==> config.mk <==
export PLATFORM = sky130hd
export DESIGN_NAME = bullet_collision_scanner
export DESIGN_NICKNAME = d
export VERILOG_FILES = /design/src/rtl/bullet_collision_scanner.sv
export SDC_FILE = /design/constraint.sdc
export NUM_CORES = 1
export LEC_CHECK = 0
export ABC_AREA = 1
export BUFFER_PORTS_ARGS = -buffer_cell sky130_fd_sc_hd__buf_2
export CORE_ASPECT_RATIO = 1.75
export CORE_MARGIN = 2
export CORE_UTILIZATION = 52
export CTS_CLUSTER_SIZE = 16
export DETAILED_ROUTE_END_ITERATION = 12
export PLACE_DENSITY = 0.84
export SKIP_LAST_GASP = 1
export SYNTH_ARGS = -nofsm -noshare
export SYNTH_HDL_FRONTEND = slang
export SYNTH_SLANG_ARGS = --single-unit
export TNS_END_PERCENT = 1
==> constraint.sdc <==
create_clock -name clk -period 2.59 [get_ports clk]
set_input_delay 0.3885 -clock clk [delete_from_list [all_inputs] [get_ports clk]]
set_output_delay 0.3885 -clock clk [all_outputs]
set_load 0.01 [all_outputs]
==> src/rtl/bullet_collision_scanner.sv <==
// bullet_collision_scanner
// Walks every bullet slot once per start pulse, latches the slot geometry,
// and tests it against the heart bounding box. Each hit raises is_collide
// while index still points at the slot, so the bullet table can clear that
// slot's render bit. Hits also drain a saturating HP counter. After a
// damaging hit, further hits deal no damage for a few scans.
module bullet_collision_scanner #(
    parameter int          NUM_BULLETS  = 3,      // slots 0..NUM_BULLETS-1, at most 8
    parameter logic [7:0]  HP_INIT      = 8'd100,
    parameter logic [7:0]  DAMAGE       = 8'd10,
    parameter logic [3:0]  INVULN_SCANS = 4'd2
) (
    input  logic        clk,
    input  logic        rst_n,
    input  logic        start,
    input  logic [15:0] heart_pos,
    input  logic [15:0] heart_size,
    output logic [2:0]  index,
    input  logic [15:0] bullet_pos,
    input  logic [15:0] bullet_size,
    input  logic        bullet_render,
    output logic        is_collide,
    output logic [7:0]  hp,
    output logic        dead,
    output logic        busy,
    output logic        done
);

    typedef enum logic [1:0] {
        S_IDLE  = 2'd0,
        S_FETCH = 2'd1,
        S_CHECK = 2'd2,
        S_FIN   = 2'd3
    } state_t;

    localparam logic [2:0] LAST_SLOT = 3'(NUM_BULLETS - 1);

    state_t      state_q, state_d;
    logic [2:0]  slot_q, slot_d;

    // Geometry captured during FETCH so CHECK works on a stable snapshot.
    logic [15:0] bpos_q, bpos_d;
    logic [15:0] bsize_q, bsize_d;
    logic        brender_q, brender_d;
    logic [15:0] hpos_q, hpos_d;
    logic [15:0] hsize_q, hsize_d;

    logic [7:0]  hp_q, hp_d;
    logic        dead_q, dead_d;
    logic [3:0]  invuln_q, invuln_d;
    // Set when the current scan dealt damage. That scan does not count
    // toward the invulnerability window. The window covers the next
    // INVULN_SCANS full scans.
    logic        dmg_scan_q, dmg_scan_d;

    logic [1:0]  axis_ok;
    logic        hit;
    logic [7:0]  hp_after_hit;

    // Per-axis overlap test on the latched snapshot. gi = 1 is x, gi = 0 is y.
    // The far edges are formed in 9 bits, so a box that runs past 255 does
    // not wrap around to small coordinates. The comparisons are strict, so
    // edges that only touch do not count as an overlap.
    genvar gi;
    generate
        for (gi = 0; gi < 2; gi++) begin : g_axis
            logic [8:0] b_lo, b_hi, h_lo, h_hi;
            logic       b_len_nz, h_len_nz;

            assign b_lo     = {1'b0, bpos_q[gi*8 +: 8]};
            assign h_lo     = {1'b0, hpos_q[gi*8 +: 8]};
            assign b_hi     = b_lo + {1'b0, bsize_q[gi*8 +: 8]};
            assign h_hi     = h_lo + {1'b0, hsize_q[gi*8 +: 8]};
            assign b_len_nz = |bsize_q[gi*8 +: 8];
            assign h_len_nz = |hsize_q[gi*8 +: 8];

            assign axis_ok[gi] = b_len_nz && h_len_nz && (b_lo < h_hi) && (h_lo < b_hi);
        end
    endgenerate

    assign hit          = brender_q && (&axis_ok);
    assign hp_after_hit = (hp_q > DAMAGE) ? (hp_q - DAMAGE) : 8'd0;

    // Next-state logic: sequencing of the slot walk, latching, damage and invulnerability.
    always_comb begin
        state_d    = state_q;
        slot_d     = slot_q;
        bpos_d     = bpos_q;
        bsize_d    = bsize_q;
        brender_d  = brender_q;
        hpos_d     = hpos_q;
        hsize_d    = hsize_q;
        hp_d       = hp_q;
        dead_d     = dead_q;
        invuln_d   = invuln_q;
        dmg_scan_d = dmg_scan_q;

        case (state_q)
            S_IDLE: begin
                if (start && !dead_q) begin
                    state_d    = S_FETCH;
                    slot_d     = 3'd0;
                    dmg_scan_d = 1'b0;
                end
            end

            S_FETCH: begin
                bpos_d    = bullet_pos;
                bsize_d   = bullet_size;
                brender_d = bullet_render;
                hpos_d    = heart_pos;
                hsize_d   = heart_size;
                state_d   = S_CHECK;
            end

            S_CHECK: begin
                // A hit during invulnerability still consumes the bullet.
                // It only skips the damage.
                if (hit && (invuln_q == 4'd0)) begin
                    hp_d       = hp_after_hit;
                    dead_d     = dead_q | (hp_after_hit == 8'd0);
                    invuln_d   = INVULN_SCANS;
                    dmg_scan_d = 1'b1;
                end
                if (slot_q == LAST_SLOT) begin
                    state_d = S_FIN;
                end else begin
                    slot_d  = slot_q + 3'd1;
                    state_d = S_FETCH;
                end
            end

            S_FIN: begin
                if ((invuln_q != 4'd0) && !dmg_scan_q) begin
                    invuln_d = invuln_q - 4'd1;
                end
                state_d = S_IDLE;
            end

            default: begin
                state_d = S_IDLE;
            end
        endcase
    end

    // State and datapath registers with synchronous active-low reset.
    always_ff @(posedge clk) begin
        if (!rst_n) begin
            state_q    <= S_IDLE;
            slot_q     <= 3'd0;
            bpos_q     <= 16'd0;
            bsize_q    <= 16'd0;
            brender_q  <= 1'b0;
            hpos_q     <= 16'd0;
            hsize_q    <= 16'd0;
            hp_q       <= HP_INIT;
            dead_q     <= 1'b0;
            invuln_q   <= 4'd0;
            dmg_scan_q <= 1'b0;
        end else begin
            state_q    <= state_d;
            slot_q     <= slot_d;
            bpos_q     <= bpos_d;
            bsize_q    <= bsize_d;
            brender_q  <= brender_d;
            hpos_q     <= hpos_d;
            hsize_q    <= hsize_d;
            hp_q       <= hp_d;
            dead_q     <= dead_d;
            invuln_q   <= invuln_d;
            dmg_scan_q <= dmg_scan_d;
        end
    end

    // The outputs are decoded only from registers. index holds for the whole
    // FETCH+CHECK pair, so a clear always targets the slot that was tested.
    assign index      = slot_q;
    assign is_collide = (state_q == S_CHECK) && hit;
    assign busy       = (state_q == S_FETCH) || (state_q == S_CHECK);
    assign done       = (state_q == S_FIN);
    assign hp         = hp_q;
    assign dead       = dead_q;

endmodule

After elaboration in Yosys (flattened, before gate mapping)
Cells that the tools add are included.
Word-level totals
  register bits after elaboration: 84
  input bits: 68
  output and inout port bits: 15
  word-level logic and storage cells: 74
Operators by class
  $add $sub $neg: 7
  $lt $le $gt $ge: 5
  eq/ne operators: 8
  muxes and demuxes: 13
  bitwise logic cells: 1
  reduce and logical (&&, ||, !) cells: 29
Operators with widths (number)
  $add A8 B8 Y9: 4
  $lt A8 B9 Y1: 4
  $reduce_or A8 Y1: 4
  $logic_and A1 B1 Y1: 11
  $reduce_and A3 Y1: 3
  $gt A8 B4 Y1 const B: 1
  $logic_not A8 Y1: 1
  $mux W4: 2
  $mux W8: 1
  $pmux W2 S4: 1
  $pmux W4 S2: 1
  $sub A8 B4 Y8 const B: 1
  $mux W3: 2
  $ne A2 B2 Y1 const B: 3
  $pmux W3 S2: 1
  $eq A2 B2 Y1 const B: 2
  $logic_not A4 Y1: 1
  $mux W2: 2
  $reduce_and A2 Y1: 2
  $reduce_bool A2 Y1: 2
  $reduce_bool A4 Y1: 1
  $sub A4 B1 Y4 const B: 1
  $add A3 B1 Y3 const B: 1
  $eq A3 B2 Y1 const B: 1
  8 further kinds: 10

Logic depth before layout (Yosys ltp)
  depth in word-level cells: 9
  gate-level depth with buffers: 23
  gate-level depth less buffers: 23

Least setup slack after synthesis
OpenSTA, ideal clock, no wires.
  kind: reg-to-output
  from: register bpos_q[0]
  to: output is_collide
  arrival time: 2.451 ns
  required time: 2.202 ns
  path slack: -0.250 ns
  cell stages (with the launch flop): 17
  path buffers: 1
  path through: dfxtp_1 -> ha_1 -> fa_1 -> nand3_1 -> nand2_2 -> a31oi_1 -> xor2_1 -> ha_1 -> a21o_1 -> nand4_1 -> nand2_1 -> nor2_1 -> nand2_1 -> nor2_2 -> nand2_2 -> nor2_4 -> buf_6
Between the ends
  word-level cells in the longest chain between the ends: 6
  elaborated cells between the ends (all ways): 8
  those cells by class: add/sub (1); order compare (2); reduce/logical (5)
RTL lines
  start, declared: RTL line 42  | logic [15:0] bpos_q, bpos_d;
  start signal, assigned: RTL line 163  | bpos_q <= bpos_d;
  $add A8 B8 Y9 / $lt A8 B9 Y1 (equally long branches): RTL line 72, 77
  $lt A8 B9 Y1 / $logic_and A1 B1 Y1 (equally long branches): RTL line 77  | assign axis_ok[gi] = b_len_nz && h_len_nz && (b_lo < h_hi) && (h_lo < b_hi);
  $logic_and A1 B1 Y1 (*): RTL line 77
  $reduce_and A2 Y1 (*): RTL line 81  | assign hit = brender_q && (&axis_ok);
  $logic_and A1 B1 Y1 (*): RTL line 81
  $logic_and A1 B1 Y1 (*): RTL line 178  | assign is_collide = (state_q == S_CHECK) && hit;
  end, declared: RTL line 22  | output logic is_collide,
Mark *: on every way between the ends. The rest lies on a longest branch, timed or not.

Final worst setup path
  from: register hpos_q[8]
  to: output is_collide
Between the ends
  word-level cells in the longest chain between the ends: 7
  elaborated cells between the ends (all ways): 8
  those cells by class: add/sub (1); order compare (2); reduce/logical (5)
RTL lines
  start, declared: RTL line 45  | logic [15:0] hpos_q, hpos_d;
  start signal, assigned: RTL line 166  | hpos_q <= hpos_d;
  $add A8 B8 Y9: RTL line 73  | assign h_hi = h_lo + {1'b0, hsize_q[gi*8 +: 8]};
  $lt A8 B9 Y1: RTL line 77
  $logic_and A1 B1 Y1: RTL line 77
  $logic_and A1 B1 Y1 (*): RTL line 77
  $reduce_and A2 Y1 (*): RTL line 81
  $logic_and A1 B1 Y1 (*): RTL line 81
  $logic_and A1 B1 Y1 (*): RTL line 178
Marks and branches as above.

==> impl_metrics.py <==
metrics = {
    "synthesis": {
        "synth.area.mux_share_pct": 0,
        "synth_commonest_cells": "142 x nor2_1, 105 x nand2_1, 84 x dfxtp_1",
        "synth_compound_area_share_pct": 14.4,
        "synth.distinct_cells": 34,
        "synth_top_family_by_area": "simple AND/OR/NAND/NOR gates",
        "synth_nets": 880,
        "synth_edf_count": 0,
        "synth-xor-area-share_pct": 4.46,
        "syn_area_per_cell_um2": 7.18,
        "synthTopCellsByArea": "dfxtp_1 32%, ha_1 16%, nor2_1 10%",
        "synth_cells": 739,
        "synthArstFlopShare_pct": 0,
        "yosysSeqAreaShare_pct": 31.7,
        "yosys_warnings": 0,
        "yosys.area.top_type_share_pct": 31.7,
        "synth-seq-cells": 84,
        "synth-simple-area-share_pct": 24.2,
        "synthAdderAreaFrac_pct": 17.8,
        "yosysMostFrequentCell": "nor2_1",
        "synth-main-ff-cell": "dfxtp_1",
        "synth_area_mm2": 0.00531,
        "yosys.area.top_type": "dfxtp_1",
    },
    "routing": {
        "ant_nets": 0,
        "post_drt_wl_per_cell_um": 15.3,
        "routed_wl_um": 15700,
        "first_pass_iters": 5,
        "drc_errors": 0,
        "vias": 5656,
        "via_per_inst": 5.51,
        "drtIter0Drc": 375,
    },
    "power_and_ir_drop": {
        "p_comb_share_pct": 48.8,
        "ir_drop_v": 0.000541,
        "seqPwrFrac_pct": 29.4,
        "powerDensity_mw_per_mm2": 871,
        "p_int_w": 0.00361,
        "switching_power_w": 0.00241,
        "clkPwrFrac_pct": 21.8,
        "p_sw_share_pct": 40.0,
        "power.leakage_nw": 3.54,
    },
    "cts": {
        "cts_buffers": 9,
        "cts-root-buf": "clkbuf_16",
        "cts_tree": "yes",
        "clkTransAtPathRegs_ns": 0.07,
        "clock-sinks": 84,
        "worstSkewPairLatency_ns": 0.35,
        "clockBufferDepth": 2,
        "cts_hold_buf": 0,
        "h-tree-depth": 3,
    },
    "worst_setup_path": {
        "critPathMaxStageDelay_ns": 0.37,
        "cp-end-kind": "output port",
        "start_kind": "flip-flop",
        "cpLargestDelayFamily": "adder cells",
        "cp_max_fo": 3,
        "crit_arrival_ns": 3.08,
        "rr_startpoint": "hpos_q[8]$_SDFFE_PN0N_",
        "crit_chain": "ha_4 -> inv_2 -> fa_2 -> o21ai_4 -> buf_6 -> a21oi_2 -> xor2_1 -> ha_1 -> nand2_1 -> inv_1 -> nand2_1 -> nand2_1 -> nand2_1 -> a21oi_2 -> nor2_2 -> nand2_2 -> nor2_4 -> buf_6",
        "path_buf_inv": 4,
        "worstPathRequired_ns": 2.20,
        "crit_type": "flip-flop to output port",
        "path_common_cell": "nand2_1",
        "cp_slowest_cell": "dfxtp_4",
        "cp-startpoint": "hpos_q[8]$_SDFFE_PN0N_",
    },
    "timing": {
        "finClkSkew_ns": 0.00702,
        "fin_crit_ns": 3.47,
        "slew_violations": 0,
        "rsz0062_at_grt": "true",
        "finalCritPeriodShare_pct": 134,
        "fin_ws_ns": -0.876,
        "hold_viol": 0,
        "tightest_slew_ns": 0.591,
        "max_slew_margin_pct": 60.2,
        "setup_viol": 15,
        "clock.fmax_ghz": 0.288,
    },
    "run_status": {
        "violations": "negative setup slack",
        "status": "finished with violations",
    },
    "floorplanning": {
        "rows": 48,
        "die_w_um": 80.4,
        "core_area_mm2": 0.00991,
        "ios": 83,
        "die_area_mm2": 0.0111,
        "die_h_um": 138,
        "start_util_pct": 53.5,
    },
    "placed_design": {
        "port_buffers": 82,
        "gp_congestion": 0.865,
        "dpl.hpwl_um": 11600,
        "pre_cts_slack_ns": -0.521,
    },
    "final_layout": {
        "area_growth_pct": 30.2,
        "finalNetCount": 1038,
        "drive_above_1_share_pct": 26.2,
        "multi_input_area_mm2": 0.00337,
        "fill_cells": 797,
        "finish.utilization_pct": 69.7,
        "register_area_mm2": 0.00170,
        "diodes": 0,
    },
    "global_routing": {
        "grt_max_degree": 59,
        "antenna_found_initial": 0,
        "grt_pass1_vias": 5648,
        "grt_overflow": 0,
        "grt_pass1_wl_um": 24600,
        "track_usage_pct": 28.9,
    },
    "worst_hold_path": {
        "min_path_type": "input port to flip-flop",
        "min_from": "heart_pos[7]",
    },
    "flow_run": {
        "maxCapViolCount": 0,
    },
}
repair_timing:
item                                    4_1_cts  5_1_grt
buffers inserted                              6        3
gates resized for setup                      24       15
pin swaps                                    24       21
endpoints found under the setup margin       15       15
layout by cell type, fill, tap and decap left out, types with 9 or more instances in the layout:
cell         n
inv_1       72
nor2_1     142
dfxtp_1     70
buf_2       81
clkbuf_16    9
buf_4       86
nand3_1     37
o21ai_0     71
ha_1        64
xor2_1      19
nand2_1    103
dfxtp_2     13
a21oi_1     48
state kept, by name, indices dropped and copies added (netlist names):
signal,count
hp,8
dmg_scan_q,1
bpos_q,16
brender_q,1
state_q,2
hpos_q,16
invuln_q,4
bsize_q,16
index,3
hsize_q,16
dead,1
layer usage:
| layer | track usage (%) | up-vias | share of wire (%) |
|---|---|---|---|
| met2 | 54.5 | 220 | 54 |
| li1 | - | 2747 | - |
| met3 | 4.91 | 100 | 4.0 |
| met5 | 0 | - | 0 |
| met4 | 26.6 | 0 | 9.4 |
| met1 | 24.6 | 2589 | 32 |
per-stage QoR:
| stage | instances | TNS [ns] | hold slack, ns | area [um2] | total power [W] |
|---|---|---|---|---|---|
| 2_1_floorplan | 739 | -0.946 | 0.439 | 5350 | 0.00342 |
| 4_1_cts | 1024 | -6.57 | 0.257 | 6830 | 0.00592 |
| 5_1_grt | 1027 | -12.19 | 0.268 | 6910 | 0.00643 |
| 3_5_place_dp | 1002 | -6.63 | 0.473 | 6410 | 0.00446 |
| 6_report | 1027 | -10.75 | 0.258 | 6910 | 0.00601 |
| 3_3_place_gp | 1002 | -4.85 | 0.454 | 6410 | 0.00433 |
path summary, 6_finish.rpt:
kind	to	depth (start not counted)	slack, ns
max reg2reg	invuln_q[2]$_SDFFE_PN0P_	22	-0.80
min reg2reg	invuln_q[1]$_SDFFE_PN0P_	2	0.48
min	hpos_q[7]$_SDFFE_PN0N_	3	0.26
max	is_collide	18	-0.88
power by group through the flow:
stage	Clock, W	Combinational (W)	Sequential, W
2_1_floorplan	0	0.00171	0.00172
3_3_place_gp	0	0.00258	0.00176
3_5_place_dp	0	0.00269	0.00177
4_1_cts	0.00132	0.00284	0.00175
5_1_grt	0.00138	0.00327	0.00179
6_report	0.00131	0.00294	0.00177
cells by family (layout without fill, tap and decap cells):
group / after synthesis / after routing
AO/OA/AOI/OAI: 145 / 145
XOR/XNOR: 27 / 27
adder cells (fa/ha/maj): 73 / 73
buffers and inverters: 99 / 262
flip-flops: 84 / 84
AND/OR/NAND/NOR: 311 / 311
cell type report:
| cell class | instances | share of cell area (%) |
|---|---|---|
| flip-flops and latches | 84 | 24.6 |
| clock buffers | 10 | 3.31 |
| well taps | 125 | 2.26 |
| inverters | 76 | 4.13 |
| multi-input cells | 556 | 48.8 |
| clock inverters | 6 | 1.05 |
| repair buffers | 170 | 15.8 |
tightest hold or removal path, delay by kind of cell:
family                 cells  cell delay (ns)
and+or+nand+nor            2             0.11
buffers and inverters      1             0.07
No activity file was read; power rests on OpenSTA's default activity.
